<file path="src/rtl/keccak_arb_pkg.sv">
// Shared types and constants for the Keccak request arbiter.
package keccak_arb_pkg;

    localparam int unsigned WORD_W = 64;
    localparam int unsigned BYTE_W = 3;

    typedef enum logic [2:0] {
        IDLE,
        CLEAR,
        FEED,
        WAIT,
        DELIVER
    } arb_state_t;

    // Pointer width for a requester index; never narrower than one bit.
    function automatic int unsigned ptr_w(input int unsigned n);
        return (n <= 2) ? 1 : $clog2(n);
    endfunction

endpackage

</file>
<file path="src/rtl/keccak_req_arbiter_rr_arbiter.sv">
// Round-robin picker: searches from last_ptr+1 upward (wrapping) and
// returns the first requesting index as both one-hot and binary.
module rr_arbiter
    import keccak_arb_pkg::*;
#(
    parameter int unsigned N_REQ = 2,
    parameter int unsigned PTR_W = 1
) (
    input  logic [N_REQ-1:0] req,
    input  logic [PTR_W-1:0] last_ptr,
    output logic [N_REQ-1:0] grant,
    output logic [PTR_W-1:0] grant_idx
);

    logic             found;
    logic [PTR_W-1:0] cand;

    // First requester after last_ptr in circular order wins.
    always_comb begin
        grant     = '0;
        grant_idx = '0;
        found     = 1'b0;
        cand      = '0;
        for (int unsigned k = 1; k <= N_REQ; k++) begin
            cand = PTR_W'((32'(last_ptr) + k) % N_REQ);
            if (!found && req[cand]) begin
                found     = 1'b1;
                grant_idx = cand;
            end
        end
        if (found) begin
            grant[grant_idx] = 1'b1;
        end
    end

endmodule

</file>
<file path="src/rtl/keccak_req_arbiter.sv">
// Shares one padder + Keccak-f core between N_REQ requesters, one message
// at a time: IDLE -> CLEAR -> FEED -> WAIT -> DELIVER -> IDLE.
// Optional FEED idle watchdog enabled by defining KECCAK_ARB_TIMEOUT_EN.
module keccak_req_arbiter
    import keccak_arb_pkg::*;
#(
    parameter int unsigned N_REQ = 2,
    parameter int unsigned D     = 512,
    parameter int unsigned TMO   = 1023
) (
    input  logic                    clk,
    input  logic                    reset,
    input  logic [N_REQ-1:0]        req_valid,
    input  logic [N_REQ*WORD_W-1:0] req_data,
    input  logic [N_REQ-1:0]        req_last,
    input  logic [N_REQ*BYTE_W-1:0] req_bytes,
    output logic [N_REQ-1:0]        req_ready,
    output logic [N_REQ-1:0]        dig_valid,
    input  logic [N_REQ-1:0]        dig_ack,
    output logic [D-1:0]            dig_data,
    output logic                    core_reset,
    output logic [WORD_W-1:0]       core_in,
    output logic                    core_in_ready,
    output logic                    core_is_last,
    output logic [BYTE_W-1:0]       core_byte_num,
    input  logic                    core_buf_full,
    input  logic [D-1:0]            core_out,
    input  logic                    core_out_ready,
    output logic                    err_timeout
);

    localparam int unsigned PTR_W = ptr_w(N_REQ);

    arb_state_t       state, state_nxt;
    logic [PTR_W-1:0] owner, ptr;
    logic [N_REQ-1:0] arb_grant;
    logic [PTR_W-1:0] arb_idx;
    logic             clr_pulse;
    logic             wd_expire;
    logic             wd_abort;

    logic [WORD_W-1:0] data_arr  [N_REQ];
    logic [BYTE_W-1:0] bytes_arr [N_REQ];

    logic [WORD_W-1:0] own_data;
    logic [BYTE_W-1:0] own_bytes;
    logic              own_valid;
    logic              own_last;

    for (genvar g = 0; g < N_REQ; g++) begin : g_unpack
        assign data_arr[g]  = req_data[g*WORD_W +: WORD_W];
        assign bytes_arr[g] = req_bytes[g*BYTE_W +: BYTE_W];
    end

    assign own_data  = data_arr[owner];
    assign own_bytes = bytes_arr[owner];
    assign own_valid = req_valid[owner];
    assign own_last  = req_last[owner];

    rr_arbiter #(
        .N_REQ (N_REQ),
        .PTR_W (PTR_W)
    ) u_rr (
        .req       (req_valid),
        .last_ptr  (ptr),
        .grant     (arb_grant),
        .grant_idx (arb_idx)
    );

    assign core_reset = reset | clr_pulse | wd_abort;

`ifdef KECCAK_ARB_TIMEOUT_EN
    localparam int unsigned CNT_W = $clog2(TMO + 1);

    logic [CNT_W-1:0] idle_cnt;
    logic             abort_q;
    logic             err_q;

    // Abort on the cycle that would be the TMO-th consecutive silent FEED cycle.
    assign wd_expire   = (state == FEED) && !own_valid && ((32'(idle_cnt) + 1) >= TMO);
    assign wd_abort    = abort_q;
    assign err_timeout = err_q;

    // Silent-cycle counter, one-cycle core clear after abort, sticky error flag.
    always_ff @(posedge clk) begin
        if (reset) begin
            idle_cnt <= '0;
            abort_q  <= 1'b0;
            err_q    <= 1'b0;
        end else begin
            abort_q <= wd_expire;
            if (wd_expire) begin
                err_q <= 1'b1;
            end
            if ((state != FEED) || own_valid || wd_expire) begin
                idle_cnt <= '0;
            end else begin
                idle_cnt <= idle_cnt + 1'b1;
            end
        end
    end
`else
    assign wd_expire   = 1'b0;
    assign wd_abort    = 1'b0;
    assign err_timeout = 1'b0;
`endif

    // Next-state and all handshake outputs; only the owner is ever connected.
    always_comb begin
        state_nxt     = state;
        req_ready     = '0;
        dig_valid     = '0;
        core_in       = '0;
        core_in_ready = 1'b0;
        core_is_last  = 1'b0;
        core_byte_num = '0;
        clr_pulse     = 1'b0;
        case (state)
            IDLE: begin
                if (|arb_grant) begin
                    state_nxt = CLEAR;
                end
            end
            CLEAR: begin
                clr_pulse = 1'b1;
                state_nxt = FEED;
            end
            FEED: begin
                core_in          = own_data;
                core_byte_num    = own_bytes;
                core_in_ready    = own_valid;
                core_is_last     = own_valid & own_last;
                req_ready[owner] = own_valid & ~core_buf_full;
                if (own_valid && !core_buf_full && own_last) begin
                    state_nxt = WAIT;
                end
                if (wd_expire) begin
                    state_nxt = IDLE;
                end
            end
            WAIT: begin
                if (core_out_ready) begin
                    state_nxt = DELIVER;
                end
            end
            DELIVER: begin
                dig_valid[owner] = 1'b1;
                if (dig_ack[owner]) begin
                    state_nxt = IDLE;
                end
            end
            default: state_nxt = IDLE;
        endcase
    end

    // State, owner latch, round-robin pointer and digest capture.
    always_ff @(posedge clk) begin
        if (reset) begin
            state    <= IDLE;
            owner    <= '0;
            ptr      <= PTR_W'(N_REQ - 1);
            dig_data <= '0;
        end else begin
            state <= state_nxt;
            if ((state == IDLE) && (|arb_grant)) begin
                owner <= arb_idx;
            end
            if ((state == WAIT) && core_out_ready) begin
                dig_data <= core_out;
            end
            if (((state == DELIVER) && dig_ack[owner]) || wd_expire) begin
                ptr <= owner;
            end
        end
    end

endmodule
</file>
<file path="config.mk">
export PLATFORM = sky130hd
export DESIGN_NAME = keccak_req_arbiter
export DESIGN_NICKNAME = d
export VERILOG_FILES = /design/src/rtl/keccak_arb_pkg.sv /design/src/rtl/keccak_req_arbiter_rr_arbiter.sv /design/src/rtl/keccak_req_arbiter.sv
export SDC_FILE = /design/constraint.sdc
export NUM_CORES = 1
export LEC_CHECK = 0
export BUFFER_PORTS_ARGS = -buffer_cell sky130_fd_sc_hd__buf_2
export CAP_MARGIN = 0
export CORE_AREA = 2 2 478 480
export DETAILED_ROUTE_END_ITERATION = 10
export DIE_AREA = 0 0 480 482
export SETUP_SLACK_MARGIN = 0.05
export SLEW_MARGIN = 5
export SYNTH_ARGS = -nofsm -noshare
export SYNTH_HDL_FRONTEND = slang
export SYNTH_SLANG_ARGS = --single-unit
</file>
<file path="constraint.sdc">
create_clock -name clk -period 1.5 [get_ports clk]
set_input_delay 0.15 -clock clk [delete_from_list [all_inputs] [get_ports clk]]
set_output_delay 0.15 -clock clk [all_outputs]
set_load 0.05 [all_outputs]
</file>
== After elaboration in Yosys (flattened, before gate mapping) ==
Index checks and enable logic that the tools add are counted.

* Reduce and logical (&&, ||, !) cells: 13
* Eq/ne operators: 8
* Multiplexer cells: 37
* Bitwise operators: 6
* Order comparisons: 7
* Add/subtract/negate cells: 2

{| class="wikitable"
|+ Operators by type and width
! cell !! number
|-
| $mux W64 || 4
|-
| $mux W3 || 8
|-
| $mux W1 || 19
|-
| $pmux W3 S5 || 1
|-
| $logic_and A1 B1 Y1 || 8
|-
| $lt A1 B2 Y1 const B || 4
|-
| $ne A2 B2 Y1 const B || 4
|-
| $eq A3 B2 Y1 const B || 2
|-
| $mux W2 || 3
|-
| $reduce_and A4 Y1 || 1
|-
| $eq A3 B1 Y1 const B || 1
|-
| $eq A3 B3 Y1 const B || 1
|-
| $logic_not A3 Y1 || 1
|-
| $add A1 B1 Y1 const B || 2
|-
| $and A1 B1 Y1 || 2
|-
| $and A2 B2 Y2 || 1
|-
| $demux W1 S1 || 2
|-
| $ge A1 B1 Y1 const B || 2
|-
| $ge A2 B2 Y1 const B || 1
|-
| $logic_not A1 Y1 || 2
|-
| $not A1 Y2 || 1
|-
| $reduce_or A2 Y1 || 1
|-
| $not A1 Y1 || 1
|-
| $or A1 B1 Y1 || 1
|}

* Logic and storage cells: 77
* Register bits: 517
* Output and inout port bits: 587

== Logic depth before layout (Yosys ltp) ==
Gate-level depths: netlist of run 1.

* Word-level depth: 15
* Gate-level depth with buffers: 7
* Depth with buffers taken out: 3

== Cells and area by module ==
From an unflattened synthesis of run 1, not the netlist that was laid out.

* Cells, all modules: 2420
* Area, all modules: 18881.9 um^2

{| class="wikitable"
|+ By module, submodules not included
! module !! sequential area each (um^2) !! area each (um^2) !! cells each !! times used
|-
| keccak_req_arbiter || 10349.9 || 18855.6 || 2416 || 1
|-
| rr_arbiter || 0.0 || 26.3 || 4 || 1
|}

== Least setup slack after synthesis of run 1 ==
OpenSTA, ideal clock, no wires.

* Path kind: register -> output
* Start: register state[1]
* End: output port req_ready[0]
* Path slack: -0.791 ns
* Arrival time: 2.141 ns
* Data required time: 1.350 ns
* Stages on the path, launching flop included: 7
* Path through: dfxtp_1 > buf_2 > inv_1 > or3_1 > buf_2 > buf_6 > nor3_1

* Word-level cells in the longest chain between the ends: 2

{| class="wikitable"
|+ RTL lines
! what !! line !! RTL
|-
| start, declared || keccak_req_arbiter.sv:34 || <nowiki>arb_state_t state, state_nxt;</nowiki>
|-
| start signal, assigned || keccak_req_arbiter.sv:164 || <nowiki>state <= state_nxt;</nowiki>
|-
| $eq A3 B2 Y1 || keccak_req_arbiter.sv:118 || <nowiki>case (state)</nowiki>
|-
| $mux W2 || keccak_req_arbiter.sv:118 ||
|-
| end, declared || keccak_req_arbiter.sv:17 || <nowiki>output logic [N_REQ-1:0] req_ready,</nowiki>
|}

No other way between the ends.

== Worst setup path after layout of run 1 ==
* Start: register state[2]
* End: output port req_ready[0]

The elaborated chain is that of the path after synthesis.

==> qor.yml, run 1 <==
cts:
  cts-buffers-inserted: 70
  clock_path_buffers: 3
  tritoncts: "done"
  clk_transition_reported_paths_ps: 60
  clock_latency_ps: 680
  tritoncts_num_sinks: 517
  cts-htree-levels: 3
  clock-root-buffer: "sky130_fd_sc_hd__clkbuf_16"
routing:
  post_drt_wl_per_cell_um: 27.71
  vias: 25590
  drc: 0
  drt_first_pass_iters: 5
  dr.first_iter.drc_count: 1337
  drt-total-wl_um: 206400
  route.antenna.remaining_nets: 0
  number_of_vias_per_cell: 3.436
critical_path:
  largest_incremental_delay_on_the_critical_path_ps: 480
  timing.reg2reg.worst_path_depth: 11
  ff2ff_setup_slack_ps: -540
  crit_slowest_cell: "sky130_fd_sc_hd__or3_4"
  timing.critical_path.from: "state[2]"
  critical_path_class: "register to primary output"
  cp-endpoint: "req_ready[0]"
  worst_r2r_startpoint: "state[2]"
  critical_path.max_fanout: 18
  path_cells: "or3_4 > buf_12 > nor3_4 > buf_12"
  cp_data_required_time_ps: 1350
  crit_path_frequent_cell: "sky130_fd_sc_hd__buf_12"
  cp.arrival_ps: 2120
  startpoint_class_of_the_critical_path: "register"
  critical_path.endpoint_type: "primary output"
  timing.rr.end: "dig_data[37]"
logic_synthesis:
  yosys.area_share.adder: 0
  synth.yosys.warnings: 0
  synth.area.mux_share: 0.03503
  synth_simple_gate_area_share: 0.2209
  syn-num-nets: 3075
  post_synthesis_instance_area_mm2: 0.01915
  count_of_distinct_cell_types_in_the_synthesized_netlist: 28
  yosys-top-cells-area: "sky130_fd_sc_hd__dfxtp_1 (54%), sky130_fd_sc_hd__nand2_1 (20%), sky130_fd_sc_hd__a21oi_1 (14%)"
  synth-seq-cells: 517
  sequential_element_share_of_the_synthesized_area: 0.5405
  cell_accounting_for_the_most_synthesized_area: "sky130_fd_sc_hd__dfxtp_1"
  combinational_family_with_the_most_area_after_synthesis: "simple AND/OR/NAND/NOR gates"
  netlist_instances: 2419
  synth_top_area_share: 0.5405
  avgSynthCellArea_um2: 7.915
  synth_xor_area_frac: 0
  synth-compound-area-share: 0.1381
timing:
  worst_setup_margin_ps: -766.6
  final_min_period_over_clock_period: 1.511
  final_hold_slack_ps: 72.61
  skew_ps: 41.10
  slew_viol_final: 0
  rsz0062_at_grt: "true"
  finalCriticalPeriod_ps: 2267
  finalHoldViolations: 0
  slew_headroom: 0.3926
  timing.final.setup_violations: 852
  max_frequency_ghz: 0.4412
  timing_worst_slew_pin_value_ps: 908.2
grt:
  grt_pass1_vias: 25250
  grt_start_max_net_pins: 77
  antenna_found_initial: 125
  first_pass_grt_wire_length_um: 249800
  grt_overflow_total: 0
  total_grt_usage: 0.1657
floorplan:
  die_area_mm2: 0.2314
  ioPinCount: 1243
  die_height_um: 482
  initial_core_util: 0.08457
  die_w_um: 480
  core_region_area_mm2: 0.2264
  fp-row-count: 175
placement:
  buffer_ports.inserted: 1241
  place_hpwl_um: 170000
  gp_congestion: 0.9087
layout:
  layout-area-overhead-vs-synth_pct: 124.1
  filler_cell_count: 25260
  proportion_of_layout_cells_with_a_drive_suffix_above_1: 0.4535
  nets: 4991
status:
  status: "complete, but fails checks"
  violated_checks: "negative setup slack"
power:
  p_total_mw: 40.57
  ir_drop_v: 0.0007676
  power.density_cell_area_mw_per_mm2: 945.6
  leakage_nw: 17.83
hold_path:
  timing.hold.worst.class: "input pin to register"
  hold_depth: 4
job:
  maxCapViolations: 0
==> synth_stat cells <==
master	n
sky130_fd_sc_hd__nand2_1	1028
sky130_fd_sc_hd__a21oi_1	518
sky130_fd_sc_hd__dfxtp_1	517
sky130_fd_sc_hd__buf_2	76
sky130_fd_sc_hd__nor2_1	70
sky130_fd_sc_hd__mux2i_1	67
sky130_fd_sc_hd__clkbuf_1	60
sky130_fd_sc_hd__buf_6	54
sky130_fd_sc_hd__buf_4	3
sky130_fd_sc_hd__inv_1	3
sky130_fd_sc_hd__nor3_1	3
sky130_fd_sc_hd__and3_1	2
sky130_fd_sc_hd__nand3_1	2
sky130_fd_sc_hd__nor4_1	2
sky130_fd_sc_hd__a21bo_2	1
sky130_fd_sc_hd__a31o_2	1
sky130_fd_sc_hd__and4b_1	1
sky130_fd_sc_hd__conb_1	1
sky130_fd_sc_hd__nand2b_1	1
sky130_fd_sc_hd__nand3b_1	1
sky130_fd_sc_hd__nand4b_1	1
sky130_fd_sc_hd__nor4bb_1	1
sky130_fd_sc_hd__o2111ai_1	1
sky130_fd_sc_hd__o211ai_1	1
sky130_fd_sc_hd__o31a_1	1
sky130_fd_sc_hd__o41ai_1	1
sky130_fd_sc_hd__or3_1	1
sky130_fd_sc_hd__or4b_1	1
==> logic make-up after synthesis <==
kind of cell / count (synthesis)
compound gates: 524
buf+inv: 196
flops: 517
mux: 67
other cells: 1
simple gates: 1114
==> worst min path at each step <==
stage               slack, ps             to          start
global route               70       state[0]   req_valid[1]
floorplan                 290  dig_data[442]  core_out[442]
CTS                         9       state[0]   req_valid[1]
detailed placement        400  dig_data[501]  core_out[501]
global placement          390   dig_data[58]   core_out[58]
finish                     70       state[0]   req_valid[1]
==> per-layer routing <==
metal  wire (µm)  track usage  up-vias
met5          11            0        -
met4        6850      0.04671        2
met3       42340       0.1570      399
met2       85440       0.2442     1430
met1       71760       0.1657    12000
li1            -            -    11760
==> power by group <==
group	total [mW]	switching (mW)	internal (mW)
registers	14.2	0.154	14.0
clock network	17.6	7.42	10.2
logic	8.79	4.99	3.80
==> critical path, delay by kind of cell, from the launching register on <==
family        cells  cell delay, ps
flops             1             320
buf+inv           2             390
simple gates      2             700
==> final cells by class <==
class / instances / area, µm² / area share
Timing Repair Buffer: 2037 / 16680 / 0.3887
Sequential cell: 517 / 10380 / 0.2418
Multi-Input combinational cell: 1706 / 9574 / 0.2231
Tap cell: 3009 / 3765 / 0.08774
Clock buffer: 94 / 1963 / 0.04575
Clock inverter: 33 / 417.9 / 0.009739
Antenna cell: 49 / 122.6 / 0.002857
Inverter: 3 / 11.26 / 0.0002624
==> timing repair <==
action,in CTS,in global routing
setup buffers,23,18
endpoints found under the setup margin,1099,1096
pin swaps,22,128
hold buffers,520,0
hold endpoints to repair,517,0
resized for setup,332,332
cloned,20,28
==> stage by stage <==
step / cell area, µm² / instances / utilization / setup slack, ps / TNS (ps)
3_5_place_dp: 31010 / 6667 / 0.1370 / -252.0 / -80230
5_1_grt: 42900 / 7442 / 0.1895 / -833.6 / -351730
4_1_cts: 40750 / 7355 / 0.1800 / -828.0 / -259330
2_1_floorplan: 19250 / 2419 / - / -398.7 / -24810
6_report: 42910 / 7448 / 0.1895 / -766.6 / -278700
3_3_place_gp: 31010 / 6667 / 0.1370 / -240.0 / -72750
==> state kept, by name, summed over array words and instances (netlist names) <==
signal / count
owner: 1
ptr: 1
state: 3
dig_data: 512
==> cell usage in the layout, fill, tap and decap left out, types with 5 or more instances in the layout <==
cell type                          n
sky130_fd_sc_hd__buf_2          1158
sky130_fd_sc_hd__nand2_1         929
sky130_fd_sc_hd__dlygate4sd3_1   519
sky130_fd_sc_hd__dfxtp_1         505
sky130_fd_sc_hd__a21oi_1         395
sky130_fd_sc_hd__buf_12          123
sky130_fd_sc_hd__a21oi_2         121
sky130_fd_sc_hd__buf_4           108
sky130_fd_sc_hd__clkbuf_16        95
sky130_fd_sc_hd__nand2_4          74
sky130_fd_sc_hd__buf_6            53
sky130_fd_sc_hd__diode_2          49
sky130_fd_sc_hd__mux2i_4          40
sky130_fd_sc_hd__nor2_4           36
sky130_fd_sc_hd__nor2_2           29
sky130_fd_sc_hd__buf_16           28
sky130_fd_sc_hd__nand2_2          25
sky130_fd_sc_hd__buf_8            19
sky130_fd_sc_hd__mux2i_1          17
sky130_fd_sc_hd__clkbuf_1         13
sky130_fd_sc_hd__mux2i_2          10
sky130_fd_sc_hd__clkbuf_8         10
sky130_fd_sc_hd__clkinv_2          9
sky130_fd_sc_hd__dfxtp_2           7
sky130_fd_sc_hd__clkinv_4          6
sky130_fd_sc_hd__nor2_1            5
sky130_fd_sc_hd__inv_6             5
sky130_fd_sc_hd__bufinv_16         5
sky130_fd_sc_hd__bufbuf_16         5
sky130_fd_sc_hd__dfxtp_4           5
Note: power is estimated with default switching activity, not from simulation.
==> run 2, diff against run 1 <==
- BUFFER_PORTS_ARGS: -buffer_cell sky130_fd_sc_hd__buf_2 -> default
- CORE_AREA: 2 2 478 480 -> 2 2 477 479
- DIE_AREA: 0 0 480 482 -> 0 0 479 481
- DONT_BUFFER_PORTS: default -> 1
==> run 2 against run 1 <==
Compared with the run above:
- the flow finishes with violations (max-slew violations, negative setup slack)
- utilization fell by 1.4 points
- worst setup slack got worse by 24 ps
- sequential share of layout area rose by 2.0 points
- clock power rose by 11%
- via count fell by 8.0%
- routed wire length rose by 4.6%
- clock skew fell by 13 ps
- global-route usage rose by 0.22 points
- hold slack improved by 53 ps
- non-clock buffer count fell by 751
- final area fell by 7.7%
- fmax fell by 1.1%
==> qor.yml, run 2 (synthesis results as in run 1) <==
hold_path:
  hold_end: "dig_data[60]"
  hold_start: "core_out[60]"
  hold_depth: 3
  timing.hold.worst.class: "input pin to register"
cts:
  clk_transition_reported_paths_ps: 60
  cts-htree-levels: 3
  tritoncts: "done"
  tritoncts_num_sinks: 517
  clock_path_buffers: 3
  clock-root-buffer: "sky130_fd_sc_hd__clkbuf_16"
  cts-buffers-inserted: 75
  clock_latency_ps: 700
routing:
  drt-total-wl_um: 215800
  vias: 23530
  route.antenna.remaining_nets: 0
  number_of_vias_per_cell: 3.518
  drt_first_pass_iters: 5
  drc: 0
  dr.first_iter.drc_count: 1689
  post_drt_wl_per_cell_um: 32.27
critical_path:
  worst_r2r_startpoint: "state[2]"
  critical_path_class: "register to primary output"
  timing.reg2reg.worst_path_depth: 10
  timing.rr.end: "dig_data[161]"
  ff2ff_setup_slack_ps: -620
  cp_data_required_time_ps: 1350
  cp.arrival_ps: 2140
  startpoint_class_of_the_critical_path: "register"
  critical_path.endpoint_type: "primary output"
  critical_path.max_fanout: 5
layout:
  fin_util: 0.1755
  proportion_of_layout_cells_with_a_drive_suffix_above_1: 0.3410
  number_of_flip_flops_under_the_largest_register_name: 512
  biggestRegsByFlops: "dig_data: 512 flops, state: 3 flops"
  final_common_cell: "sky130_fd_sc_hd__nand2_1"
  layout-area-overhead-vs-synth_pct: 106.9
  final_cell_mix: "sky130_fd_sc_hd__nand2_1 (913), sky130_fd_sc_hd__buf_4 (554), sky130_fd_sc_hd__dlygate4sd3_1 (522), sky130_fd_sc_hd__dfxtp_1 (513), sky130_fd_sc_hd__a21oi_1 (363)"
  registers.top_by_ff_count: "dig_data"
  finish.instance_area_mm2: 0.03962
  filler_cell_count: 24940
  nets: 4246
floorplan:
  die_w_um: 479
  die_height_um: 481
  core_region_area_mm2: 0.2257
  ioPinCount: 1243
  fp-row-count: 175
  initial_core_util: 0.08482
  die_area_mm2: 0.2304
power:
  leakage_nw: 14.65
  ir_drop_v: 0.0007741
  power.density_cell_area_mw_per_mm2: 1039
job:
  maxCapViolations: 0
grt:
  grt_pass1_vias: 22470
  grt_start_max_net_pins: 521
  grt_overflow_total: 0
  total_grt_usage: 0.1680
  antenna_found_initial: 117
  first_pass_grt_wire_length_um: 252300
timing:
  worst_setup_margin_ps: -791.0
  finalCriticalPeriod_ps: 2291
  timing.final.setup_violations: 590
  timing_worst_slew_pin_value_ps: 1770
  rsz0062_at_grt: "true"
  max_frequency_ghz: 0.4365
  slew_headroom: -0.1797
  final_hold_slack_ps: 125.8
  skew_ps: 28.19
  slew_viol_final: 224
  finalHoldViolations: 0
  final_min_period_over_clock_period: 1.527
status:
  violated_checks: "max-slew violations, negative setup slack"
  status: "complete, but fails checks"
placement:
  place_hpwl_um: 168800
  placement.cell_area_mm2: 0.02719
  gp_congestion: 0.9568
  buffer_ports.inserted: 0
==> run 2: worst max-delay path: stages (launching register included) <==
cell and delay, ps:
sky130_fd_sc_hd__dfxtp_4 370, sky130_fd_sc_hd__inv_4 50, sky130_fd_sc_hd__or3_4 480, sky130_fd_sc_hd__buf_6 160, sky130_fd_sc_hd__nor3_4 200, sky130_fd_sc_hd__buf_12 170
==> run 2: area by class of cell <==
type                       count  area (µm²)  area share
clock inverter                35       441.7     0.01115
tap                         3009        3765     0.09502
multi-input combinational   1707        9289      0.2344
timing repair buffer        1286       13490      0.3404
clock buffer                 103        2187     0.05520
inverter                       3       16.27   0.0004105
antenna                       29       72.57    0.001832
sequential                   517       10360      0.2616
==> run 2: worst max path at each step <==
stage | start | end | slack (ps) | cells past startpoint
3_3_place_gp | state[2] | dig_data[271] | -190 | 5
2_1_floorplan | state[2] | core_in[10] | -400 | 5
6_report | state[1] | req_ready[0] | -790 | 5
3_5_place_dp | state[2] | dig_data[83] | -350 | 5
4_1_cts | state[2] | core_in[14] | -870 | 4
5_1_grt | state[2] | core_in[50] | -870 | 5
==> run 2: stage by stage <==
stage | power (mW) | instances | TNS (ps) | setup WS [ps]
floorplan | 17.18 | 2419 | -24810 | -398.7
global placement | 18.83 | 5876 | -44250 | -188.4
detailed placement | 18.89 | 5876 | -98010 | -351.6
CTS | 40.69 | 6536 | -246980 | -868.1
global route | 42.68 | 6679 | -320010 | -870.6
finish | 41.17 | 6689 | -279620 | -791.0
==> run 2: where the power goes <==
group          total, mW  leakage [nW]  internal (mW)  switching [mW]
logic               7.54          9.20           2.86            4.68
clock network       19.5          1.27           11.5            7.95
registers           14.2          4.17           14.0           0.163
==> run 2: per-layer routing <==
layer / vias up / share of wire / GRT usage
li1: 10230 / - / -
met1: 11130 / 0.33 / 0.1612
met2: 1657 / 0.42 / 0.2526
met3: 507 / 0.21 / 0.1676
met4: 10 / 0.033 / 0.03646
met5: - / 0.0025 / 0.01574
==> run 2: what timing repair did <==
item                                    in CTS  in global routing
gates resized for setup                    148                504
cloned                                      16                 49
setup buffers                               21                 42
hold endpoints to repair                   517                 43
pin swaps                                   10                112
hold buffers                               485                 38
endpoints found under the setup margin    1037               1016
==> run 3, diff against run 2 <==
- CORE_AREA: 2 2 477 479 -> 2 2 478 480
- DIE_AREA: 0 0 479 481 -> 0 0 480 482
- MAX_ROUTING_LAYER: default -> met4
==> run 3 against run 2 <==
Compared with the run above:
- the flow finishes with violations (negative hold slack, max-slew violations, negative setup slack)
- via count shrank 1.4%
- sequential power is essentially flat
- die area grew 0.42%
- sequential share of layout area grew 0.46 points
- worst setup slack lost 82 ps
- global-route usage grew 0.62 points
- non-clock buffer count shrank 28
- clock-buffer cell count shrank 11
==> qor.yml, run 3 (synthesis results as in run 1) <==
power:
  power.density_cell_area_mw_per_mm2: 1063
  ir_drop_v: 0.0008316
  leakage_nw: 13.96
  p_total_mw: 41.38
timing:
  skew_ps: 30.40
  timing_worst_slew_pin_value_ps: 2096
  final_hold_slack_ps: -308.7
  finalCriticalPeriod_ps: 2373
  slew_headroom: -0.3975
  rsz0062_at_grt: "true"
  timing.final.setup_violations: 591
  slew_viol_final: 231
  final_min_period_over_clock_period: 1.582
  max_frequency_ghz: 0.4214
  worst_setup_margin_ps: -873.1
  finalHoldViolations: 120
placement:
  buffer_ports.inserted: 0
  placement.cell_area_mm2: 0.02768
  gp_congestion: 0.9301
  placed_cells: 5871
  place_hpwl_um: 170000
floorplan:
  ioPinCount: 1243
  fp-row-count: 175
  die_w_um: 480
  die_area_mm2: 0.2314
  die_height_um: 482
  initial_core_util: 0.08457
  core_region_area_mm2: 0.2264
status:
  violated_checks: "negative hold slack, max-slew violations, negative setup slack"
  status: "complete, but fails checks"
layout:
  proportion_of_layout_cells_with_a_drive_suffix_above_1: 0.3115
  fin_util: 0.1720
  biggestRegsByFlops: "dig_data: 512 flops, state: 3 flops"
  layout-area-overhead-vs-synth_pct: 103.3
  final_cell_mix: "sky130_fd_sc_hd__nand2_1 (987), sky130_fd_sc_hd__buf_4 (542), sky130_fd_sc_hd__dlygate4sd3_1 (517), sky130_fd_sc_hd__dfxtp_1 (513), sky130_fd_sc_hd__a21oi_1 (395)"
  number_of_flip_flops_under_the_largest_register_name: 512
  final-instance-count-excl-fill: 6669
  nets: 4222
  final_common_cell: "sky130_fd_sc_hd__nand2_1"
  registers.top_by_ff_count: "dig_data"
  finish.instance_area_mm2: 0.03893
grt:
  grt.busiest_layer: "met2"
  total_grt_usage: 0.1742
  grt_overflow_total: 0
  first_pass_grt_wire_length_um: 254200
  grt.met1_usage: 0.1599
  antenna_found_initial: 117
  grt_util_met2: 0.2592
  use_met3: 0.1654
  grt_pass1_vias: 22630
  grt_start_max_net_pins: 521
job:
  maxCapViolations: 0
hold_path:
  hold_depth: 1
  hold_start: "reset"
  timing.hold.worst.class: "input pin to register"
  hold_end: "owner"
critical_path:
  critical_path.max_fanout: 9
  cpLargestDelayFamily: "simple AND/OR/NAND/NOR gates"
  ff2ff_setup_slack_ps: -440
  startpoint_class_of_the_critical_path: "register"
  cp_num_buf_inv: 2
  timing.rr.end: "dig_data[499]"
  crit_slowest_cell: "sky130_fd_sc_hd__or3_4"
  cp_data_required_time_ps: 1350
  critical_path.endpoint_type: "primary output"
  critical_path_class: "register to primary output"
  largest_incremental_delay_on_the_critical_path_ps: 500
  timing.reg2reg.worst_path_depth: 9
  path_cells: "or3_4 > clkbuf_16 > nor2_2 > buf_12"
  cp.arrival_ps: 2220
  worst_r2r_startpoint: "state[2]"
cts:
  clock-root-buffer: "sky130_fd_sc_hd__clkbuf_16"
  cts-buffers-inserted: 79
  clock_path_buffers: 3
  clk_transition_reported_paths_ps: 60
  tritoncts_num_sinks: 517
  tritoncts: "done"
  clock_latency_ps: 710
  cts-htree-levels: 3
routing:
  drc: 0
  post_drt_wl_per_cell_um: 32.02
  route.antenna.remaining_nets: 0
  vias: 23200
  drt_first_pass_iters: 5
  dr.first_iter.drc_count: 1525
  number_of_vias_per_cell: 3.478
  drt-total-wl_um: 213500
==> run 3: through the flow <==
step	hold WS [ps]	setup slack, ps	TNS, ps
floorplan	286.0	-398.7	-24810
global placement	288.8	-114.6	-27210
detailed placement	292.6	-246.9	-67660
CTS	-477.0	-928.8	-215920
global route	-408.3	-941.2	-251200
finish	-308.7	-873.1	-216250
==> run 3: where the power goes <==
group / switching, mW / internal (mW) / total (mW)
clock network: 8.24 / 11.8 / 20.0
registers: 0.160 / 14.0 / 14.2
logic: 4.32 / 2.87 / 7.19
total: 12.7 / 28.7 / 41.4
==> run 3: timing repair <==
item,4_1_cts,5_1_grt
hold endpoints to repair,517,506
pin swaps,17,35
gates resized for setup,115,254
setup buffers,22,25
endpoints found under the setup margin,1060,1042
cloned,18,43
hold buffers,516,1
==> run 3: worst max-delay path by stage <==
stage	slack (ps)	depth (start not counted)	endpoint	start
floorplan	-400	5	core_in[10]	state[2]
global placement	-110	5	dig_data[468]	state[2]
detailed placement	-250	5	dig_data[40]	state[2]
CTS	-930	4	core_byte_num[0]	state[2]
global route	-940	4	core_in[14]	state[0]
finish	-870	4	core_in[14]	state[0]
==> run 3: metal layers <==
metal | vias to the layer above | wire length (µm)
met5 | - | 0
met3 | 450 | 44220
met1 | 10980 | 72280
met2 | 1595 | 90320
met4 | 0 | 6698
li1 | 10180 | -
==> run 3: cell type report <==
type | count | area (µm²)
repair buffers | 1258 | 13380
well taps | 3009 | 3765
diodes | 32 | 80.08
inverters | 3 | 11.26
multi-input cells | 1707 | 8625
flip-flops and latches | 517 | 10360
clock buffers | 92 | 2117
clock inverters | 51 | 595.6
fillers | 25250 | 187500
